--- config.mk ---
export PLATFORM = sky130hd
export DESIGN_NAME = iq_phase_extractor
export DESIGN_NICKNAME = d
export VERILOG_FILES = /design/src/rtl/iq_phase_extractor.sv
export SDC_FILE = /design/constraint.sdc
export NUM_CORES = 2
export LEC_CHECK = 0
export ABC_AREA = 0
export CAP_MARGIN = 10
export CORE_MARGIN = 2
export CORE_UTILIZATION = 60
export CTS_CLUSTER_DIAMETER = 80
export CTS_CLUSTER_SIZE = 14
export DETAILED_ROUTE_END_ITERATION = 10
export PLACE_DENSITY = 0.78
export SETUP_SLACK_MARGIN = 0.02
export SLEW_MARGIN = 20
export SYNTH_ARGS = -nofsm -noshare
export SYNTH_HDL_FRONTEND = slang
export SYNTH_SLANG_ARGS = --single-unit
--- constraint.sdc ---
create_clock -name clk -period 11.9 [get_ports clk]
set_input_delay 2.38 -clock clk [delete_from_list [all_inputs] [get_ports clk]]
set_output_delay 2.38 -clock clk [all_outputs]
set_load 0.01 [all_outputs]
--- src/rtl/iq_phase_extractor.sv ---
// Pipelined CORDIC vectoring core: converts I/Q samples into phase and magnitude,
// then derives the sample-to-sample phase difference and an unwrapped phase.
module iq_phase_extractor #(
  parameter int AMPLITUDE_BITS = 14,
  parameter int PHASE_BITS     = 16,
  parameter int STAGES         = 14,
  parameter int ACCUM_WIDTH    = 32
) (
  input  logic                      clk,
  input  logic                      rst,
  input  logic                      IN_VALID,
  input  logic [AMPLITUDE_BITS-1:0] COS_IN,
  input  logic [AMPLITUDE_BITS-1:0] SINE_IN,
  output logic                      OUT_VALID,
  output logic [PHASE_BITS-1:0]     PHASE_WORD,
  output logic [AMPLITUDE_BITS:0]   MAGNITUDE,
  output logic [PHASE_BITS-1:0]     PHASE_DIFF,
  output logic [ACCUM_WIDTH-1:0]    PHASE_UNWRAPPED
);

  localparam int FRAC = 3;
  localparam int W    = AMPLITUDE_BITS + 2 + FRAC;
  localparam logic [PHASE_BITS-1:0] HALF_TURN = {1'b1, {(PHASE_BITS-1){1'b0}}};
  localparam int ROUND_HALF = 1 << (FRAC - 1);

  // atan(2^-k) in phase LSBs, rounded; series converges quickly for k >= 1.
  function automatic logic [PHASE_BITS-1:0] atan_lsb(input int k);
    real x, x2, term, sum;
    x = 1.0;
    for (int j = 0; j < k; j++) x = x / 2.0;
    if (k == 0) begin
      sum = 0.7853981633974483;
    end else begin
      x2   = x * x;
      term = x;
      sum  = 0.0;
      for (int n = 0; n < 32; n++) begin
        if (n % 2 == 0) sum = sum + term / real'(2 * n + 1);
        else            sum = sum - term / real'(2 * n + 1);
        term = term * x2;
      end
    end
    return PHASE_BITS'($rtoi(sum * (2.0 ** PHASE_BITS) / 6.283185307179586 + 0.5));
  endfunction

  logic signed [AMPLITUDE_BITS:0] cos_ext, sin_ext, cos_rot, sin_rot;
  logic signed [W-1:0]            x_init, y_init;
  logic                           negate, zero_in;

  logic signed [W-1:0]     x_reg  [0:STAGES];
  logic signed [W-1:0]     y_reg  [0:STAGES-1];
  logic [PHASE_BITS-1:0]   z_reg  [0:STAGES];
  logic [STAGES:0]         valid_reg;
  logic [STAGES:0]         zero_reg;

  logic signed [W-1:0]     x_next [0:STAGES-1];
  logic signed [W-1:0]     y_next [0:STAGES-2];
  logic [PHASE_BITS-1:0]   z_next [0:STAGES-1];

  // Left half-plane is folded into the right by a 180 degree rotation.
  assign negate  = COS_IN[AMPLITUDE_BITS-1];
  assign zero_in = (COS_IN == '0) && (SINE_IN == '0);
  assign cos_ext = {COS_IN[AMPLITUDE_BITS-1], COS_IN};
  assign sin_ext = {SINE_IN[AMPLITUDE_BITS-1], SINE_IN};
  assign cos_rot = negate ? -cos_ext : cos_ext;
  assign sin_rot = negate ? -sin_ext : sin_ext;
  assign x_init  = {cos_rot[AMPLITUDE_BITS], cos_rot, {FRAC{1'b0}}};
  assign y_init  = {sin_rot[AMPLITUDE_BITS], sin_rot, {FRAC{1'b0}}};

  generate
    for (genvar gi = 0; gi < STAGES; gi++) begin : g_iter
      localparam logic [PHASE_BITS-1:0] ANGLE = atan_lsb(gi);
      logic y_neg;
      assign y_neg       = y_reg[gi][W-1];
      assign x_next[gi]  = y_neg ? x_reg[gi] - (y_reg[gi] >>> gi) : x_reg[gi] + (y_reg[gi] >>> gi);
      assign z_next[gi]  = y_neg ? z_reg[gi] - ANGLE : z_reg[gi] + ANGLE;
      // The last iteration's Q is not needed downstream.
      if (gi < STAGES - 1) begin : g_y
        assign y_next[gi] = y_neg ? y_reg[gi] + (x_reg[gi] >>> gi) : y_reg[gi] - (x_reg[gi] >>> gi);
      end
    end
  endgenerate

  always_ff @(posedge clk) begin
    if (rst) valid_reg <= '0;
    else     valid_reg <= {valid_reg[STAGES-1:0], IN_VALID};
    zero_reg <= {zero_reg[STAGES-1:0], zero_in};
    x_reg[0] <= x_init;
    y_reg[0] <= y_init;
    z_reg[0] <= negate ? HALF_TURN : '0;
    for (int k = 0; k < STAGES; k++) begin
      x_reg[k+1] <= x_next[k];
      z_reg[k+1] <= z_next[k];
      if (k < STAGES - 1) y_reg[k+1] <= y_next[k];
    end
  end

  logic signed [W-1:0]         x_last;
  logic signed [W:0]           x_round, mag_int;
  logic [AMPLITUDE_BITS:0]     mag_sat;
  logic [PHASE_BITS-1:0]       phase_final, diff;
  logic                        first_reg;

  assign x_last      = x_reg[STAGES];
  assign x_round     = $signed({x_last[W-1], x_last}) + $signed((W+1)'(ROUND_HALF));
  assign mag_int     = x_round >>> FRAC;
  assign phase_final = zero_reg[STAGES] ? '0 : z_reg[STAGES];
  assign diff        = phase_final - PHASE_WORD;

  always_comb begin
    mag_sat = mag_int[AMPLITUDE_BITS:0];
    if (zero_reg[STAGES] || mag_int[W])         mag_sat = '0;
    else if (|mag_int[W-1:AMPLITUDE_BITS+1])    mag_sat = '1;
  end

  always_ff @(posedge clk) begin
    if (rst) begin
      OUT_VALID       <= 1'b0;
      PHASE_WORD      <= '0;
      MAGNITUDE       <= '0;
      PHASE_DIFF      <= '0;
      PHASE_UNWRAPPED <= '0;
      first_reg       <= 1'b1;
    end else begin
      OUT_VALID <= valid_reg[STAGES];
      if (valid_reg[STAGES]) begin
        PHASE_WORD <= phase_final;
        MAGNITUDE  <= mag_sat;
        if (first_reg) begin
          PHASE_DIFF      <= '0;
          PHASE_UNWRAPPED <= {{(ACCUM_WIDTH-PHASE_BITS){1'b0}}, phase_final};
          first_reg       <= 1'b0;
        end else begin
          PHASE_DIFF      <= diff;
          PHASE_UNWRAPPED <= PHASE_UNWRAPPED + {{(ACCUM_WIDTH-PHASE_BITS){diff[PHASE_BITS-1]}}, diff};
        end
      end
    end
  end

endmodule

# Yosys cells after proc, flatten, opt, wreduce, memory -nomap -nowiden
# Memories as Yosys holds them, arrays and structs flattened.
# Cells that the tools add are included.
[classes]
reduce_logical = 5
add_sub_neg = 86
n_mux = 49
[op_table]
columns = ["cell", "count"]
rows = [
  ["two-way mux 19 bit", 27],
  ["two-way mux 16 bit", 17],
  ["two-way mux 15 bit", 4],
  ["adder 19 x 10 -> 19 bit", 2],
  ["adder 19 x 11 -> 19 bit", 2],
  ["adder 19 x 12 -> 19 bit", 2],
  ["adder 19 x 13 -> 19 bit", 2],
  ["adder 19 x 14 -> 19 bit", 2],
  ["adder 19 x 15 -> 19 bit", 2],
  ["adder 19 x 16 -> 19 bit", 2],
  ["adder 19 x 17 -> 19 bit", 2],
  ["adder 19 x 18 -> 19 bit", 2],
  ["adder 19 x 7 -> 19 bit", 2],
  ["adder 19 x 8 -> 19 bit", 2],
  ["adder 19 x 9 -> 19 bit", 2],
  ["subtractor 19 x 10 -> 19 bit", 2],
  ["subtractor 19 x 11 -> 19 bit", 2],
  ["subtractor 19 x 12 -> 19 bit", 2],
  ["subtractor 19 x 13 -> 19 bit", 2],
  ["subtractor 19 x 14 -> 19 bit", 2],
  ["subtractor 19 x 15 -> 19 bit", 2],
  ["subtractor 19 x 16 -> 19 bit", 2],
  ["subtractor 19 x 17 -> 19 bit", 2],
  ["subtractor 19 x 18 -> 19 bit", 2],
  ["other kinds (44)", 50],
]
[totals]
in_bits = 31
output_inout_bits = 80
elab_cells = 151
ramBits = 791
n_memories = 3
reg_bits = 111
[mem_list]
columns = ["memory", "depth", "word_bits", "read_ports", "rd_clocked_by_memory_dff", "write_ports", "line", "source"]
rows = [
  ["x_reg", 15, 19, 15, 0, 15, "50", "logic signed [W-1:0] x_reg [0:STAGES];"],
  ["y_reg", 14, 19, 14, 0, 14, "51", "logic signed [W-1:0] y_reg [0:STAGES-1];"],
  ["z_reg", 15, 16, 15, 0, 15, "52", "logic [PHASE_BITS-1:0] z_reg [0:STAGES];"],
]

# Longest topological paths before layout
# An unclocked memory read counts as a cell.
[logic_depth]
depth_word = 5
mapped_depth = 22
depth_no_buf = 21

# Worst setup path after synthesis
# OpenSTA, ideal clock, no wires.
[synth_path]
path_type = "register -> register"
from = "register zero_reg[14]"
to = "register PHASE_UNWRAPPED[31]"
stages_incl_launch_ff = 19
required_time_ps = 11781
path_buffers = 1
period_less_slack_ps = 5135
arrival_time_ps = 5016
setup_ps = 119
setup_slack_ps = 6765
path_cell_list = "dfxtp_1 -> clkbuf_1 -> nor2b_1 -> ha_1 -> or2_2 -> a21oi_1 -> a311oi_1 -> a221o_1 -> xnor2_1 -> ha_1 -> o21ai_0 -> nor2_1 -> or3_1 -> a221o_1 -> nor4_2 -> o31ai_1 -> xnor2_1 -> a21oi_1 -> o21bai_1"
[synth_via]
elab_chain_len = 4
[synth_rtl]
columns = ["item", "line", "source"]
rows = [
  ["from (decl)", "54", "logic [STAGES:0] zero_reg;"],
  ["from (signal assigned)", "87", "zero_reg <= {zero_reg[STAGES-1:0], zero_in};"],
  ["two-way mux 16 bit", "107", "assign phase_final = zero_reg[STAGES] ? '0 : z_reg[STAGES];"],
  ["named net phase_final[9]", "101", "logic [PHASE_BITS-1:0] phase_final, diff;"],
  ["subtractor 16 bit", "108", "assign diff = phase_final - PHASE_WORD;"],
  ["adder 32 bit", "135", "PHASE_UNWRAPPED <= PHASE_UNWRAPPED + {{(ACCUM_WIDTH-PHASE_BITS){diff[PHASE_BITS-1]}}, diff};"],
  ["two-way mux 32 bit", "129", "if (first_reg) begin"],
  ["to (signal assigned)", "131", "PHASE_UNWRAPPED <= {{(ACCUM_WIDTH-PHASE_BITS){1'b0}}, phase_final};"],
  ["to (signal assigned)", "135", ""],
  ["to (decl)", "18", "output logic [ACCUM_WIDTH-1:0] PHASE_UNWRAPPED"],
]
# The timed path passes the listed nets, and every way through them passes these cells.
# A chain may end at the register's enable or synchronous reset.

# Worst setup path in the final report
[layout_path]
from = "register zero_reg[14]"
to = "register PHASE_UNWRAPPED[25]"
# Same word-level chain as after synthesis.

==> results.toml <==
[status]
status = "complete, no violations"

[worst_setup_path]
critical_path_peak_fanout = 18
rrSetupSlack_ps = 6650
r2r_cells = 21
crit_path_max_incr_delay_ps = 550
timing.rr.start = "zero_reg[14]$_DFF_P_"
cp_num_buf_inv = 1
path_class = "reg2reg"
worst-endpoint-arrival_ps = 5780
r2r-end = "PHASE_UNWRAPPED[25]$_SDFFE_PP0P_"
setup.worst_path.end_class = "flip-flop"
path_cells = "nor2b_1 -> inv_1 -> fa_1 -> nor2b_1 -> o21ai_0 -> a21boi_0 -> o21ai_1 -> a211oi_1 -> a211o_1 -> a31oi_1 -> xnor2_1 -> ha_1 -> a211oi_1 -> nor2_1 -> or3_1 -> a221o_1 -> a21oi_1 -> nor2_1 -> nand3_1 -> a31oi_1 -> a32o_1"
slowest_stage = "dfxtp_1"
worstPathRequired_ps = 12430
critPathTopFamily = "compound AO/OA/AOI/OAI gates"
critPathLaunchType = "flip-flop"

[hold_path]
min_path_cells = 0
hold_class = "reg2reg"
hold_path_end = "zero_reg[7]$_DFF_P_"
hp-start = "zero_reg[6]$_DFF_P_"

[cts]
cts_tree = "yes"
ctsHoldBuffers = 0
cts_setup_buffers = 0
cts_resized = 0
h-tree-depth = 3
cts_buffer_depth = 3
cts-root-buf = "clkbuf_16"
clk_pin_slew_ps = 70
cts_sinks = 811
clk_latency_ps = 640
cts_buffers = 70

[drt]
drt_pre_antenna_iters = 6
drc_errors = 0
initialDrtViolationCount = 2869
vias = 45000
wl_per_cell_um = 16.1
viasPerCell = 5.83
final_antenna_net_count = 0
finalWirelength_mm = 124

[sta]
fin_crit_ps = 5250
setup_viol = 0
finalMaxSlewViolations = 0
finalSetupTns_ps = 0
finalHoldViolations = 0
rsz0062_at_grt = "false"
fin_skew_ps = 23.4
timing.hold.ws_ps = 325
worst_pin_slew_ps = 1060
slew_headroom_pct = 29.4
fmax_mhz = 190
min_period_over_period_pct = 44.1

[place]
place_inst = 7633
portBuffers = 110
gp_congestion = 0.906
dp_hpwl_mm = 97.6

[floorplanning]
coreArea_sq_um = 91400
pin_count = 111
die_y_um = 307
die_area_sq_um = 94300
die_w_um = 307
start_util_pct = 60.3
row_count = 111

[layout]
largest_reg_flops = 274
diodes = 0
post-route-util_pct = 65.0
syn_to_final_growth_pct = 7.79
fin_cells = 7717
drive_above_1_share_pct = 3.32
n_fill_cell = 7651
layout.nets = 7321

[grt]
grt_overflow = 0
grt_first_pass_wirelength_mm = 205
first_global_vias = 43100
antenna_found_initial = 0
grt_max_degree = 82
grt_use_total_pct = 25.8

[synth]
syn_inst = 6415
yosysUniqueCellTypes = 85
synth_fp_nets = 7217
syn_area_sq_um = 55100
synth_top_flop_cell = "dfxtp_1"
synth-async-reset-ratio_pct = 0
yosys_warnings = 0
avgSynthCellArea_sq_um = 8.59
synth_edf_count = 0
yosysSeqAreaShare_pct = 29.5
synth_seq_cells = 811

[flow_run]
drv_cap = 0
routing by layer:
metal | vias up | wire length (um) | GRT usage, %
met1 | 21000 | 55600 | 32.4
met4 | 0 | 4070 | 9.30
met5 | - | 0 | 0
met2 | 869 | 60100 | 45.5
li1 | 22800 | - | -
met3 | 268 | 4410 | 2.81
worst reg2reg max path, stage by stage, from the launching register on:
cell      delay, ps
dfxtp_1         550
nor2b_1         360
inv_1           100
fa_1            440
nor2b_1         120
o21ai_0         100
a21boi_0        200
o21ai_1         120
a211oi_1        360
a211o_1         210
a31oi_1         100
xnor2_1         240
ha_1            340
a211oi_1        280
nor2_1           70
or3_1           360
a221o_1         360
a21oi_1         280
nor2_1          110
nand3_1         110
a31oi_1          90
a32o_1          260
cells in the mapped netlist, drive strengths merged (38+ instances only):
master / n / share of area [%]
inv: 322 / 2.2
o41ai: 53 / 0.93
dfxtp: 811 / 29
o31ai: 40 / 0.54
o21a: 77 / 1.0
xnor2: 592 / 9.4
a21oi: 451 / 4.1
or2: 40 / 0.45
nor2b: 208 / 2.4
xor2: 264 / 4.2
mux2i: 38 / 0.69
o21ai: 275 / 2.5
and2: 50 / 0.57
a211o: 38 / 0.60
or3: 89 / 1.0
ha: 735 / 17
nand2b: 51 / 0.58
a211oi: 48 / 0.66
nand3: 132 / 1.2
and3: 84 / 0.95
o21bai: 43 / 0.59
nand2: 287 / 2.0
nor3: 301 / 2.7
clkbuf: 73 / 0.50
nor2: 703 / 4.8
a21o: 107 / 1.5
a31oi: 59 / 0.68
nand4: 43 / 0.49
logic make-up (layout without fill, tap and decap cells):
logic type	after synthesis	after routing	synth area share, %
adder cells (fa/ha/maj)	771	771	18.0
other	1	1	0.00681
AND/OR/NAND/NOR	2113	2113	18.8
AO/OA/AOI/OAI	1383	1383	16.1
flip-flops	811	811	29.5
multiplexers	56	56	1.06
buffers and inverters	424	540	2.91
XOR/XNOR	856	856	13.6
worst max path at each step:
stage          cells after the start  slack, ps                               end                  from
2_1_floorplan                     18       6770  PHASE_UNWRAPPED[31]$_SDFFE_PP0P_  zero_reg[14]$_DFF_P_
3_3_place_gp                      21       6710  PHASE_UNWRAPPED[25]$_SDFFE_PP0P_  zero_reg[14]$_DFF_P_
3_5_place_dp                      21       6690  PHASE_UNWRAPPED[25]$_SDFFE_PP0P_  zero_reg[14]$_DFF_P_
4_1_cts                           21       6650  PHASE_UNWRAPPED[25]$_SDFFE_PP0P_  zero_reg[14]$_DFF_P_
5_1_grt                           21       6040  PHASE_UNWRAPPED[25]$_SDFFE_PP0P_  zero_reg[14]$_DFF_P_
6_report                          21       6650  PHASE_UNWRAPPED[25]$_SDFFE_PP0P_  zero_reg[14]$_DFF_P_
cells in the final DEF, fill, tap and decap left out, types with 51 or more instances in the layout:
cell type        instances
dfxtp_1                810
clkdlybuf4s50_1        109
inv_1                  320
o21a_1                  77
o21ai_0                269
nor2b_1                208
nand3_1                132
and3_1                  84
xnor2_1                592
nor2_1                 702
a21o_1                 107
nor3_1                 301
nand2b_1                51
a31oi_1                 58
or3_1                   89
clkbuf_16               72
a21oi_1                449
ha_1                   735
xor2_1                 264
nand2_1                287
layout make-up:
type / instances / area (sq um) / share of cell area [%]
timing repair buffer: 132 / 1260 / 2.12
inverter: 324 / 1220 / 2.05
multi-input combinational: 5180 / 37300 / 62.7
sequential: 811 / 16200 / 27.3
tap: 1186 / 1480 / 2.50
clock buffer: 73 / 1820 / 3.06
clock inverter: 11 / 120 / 0.202
per-stage QoR:
| step | setup WS, ps | cell area (sq um) |
|---|---|---|
| final | 6650 | 59400 |
| after global routing | 6040 | 59400 |
| after CTS | 6650 | 59400 |
| after detailed placement | 6690 | 57500 |
| after global placement | 6710 | 57500 |
| after floorplan | 6770 | 55100 |
Power is left out: the tool's default activity adds up to more than one toggle a clock period on the data nets, which glitch-free logic cannot reach.
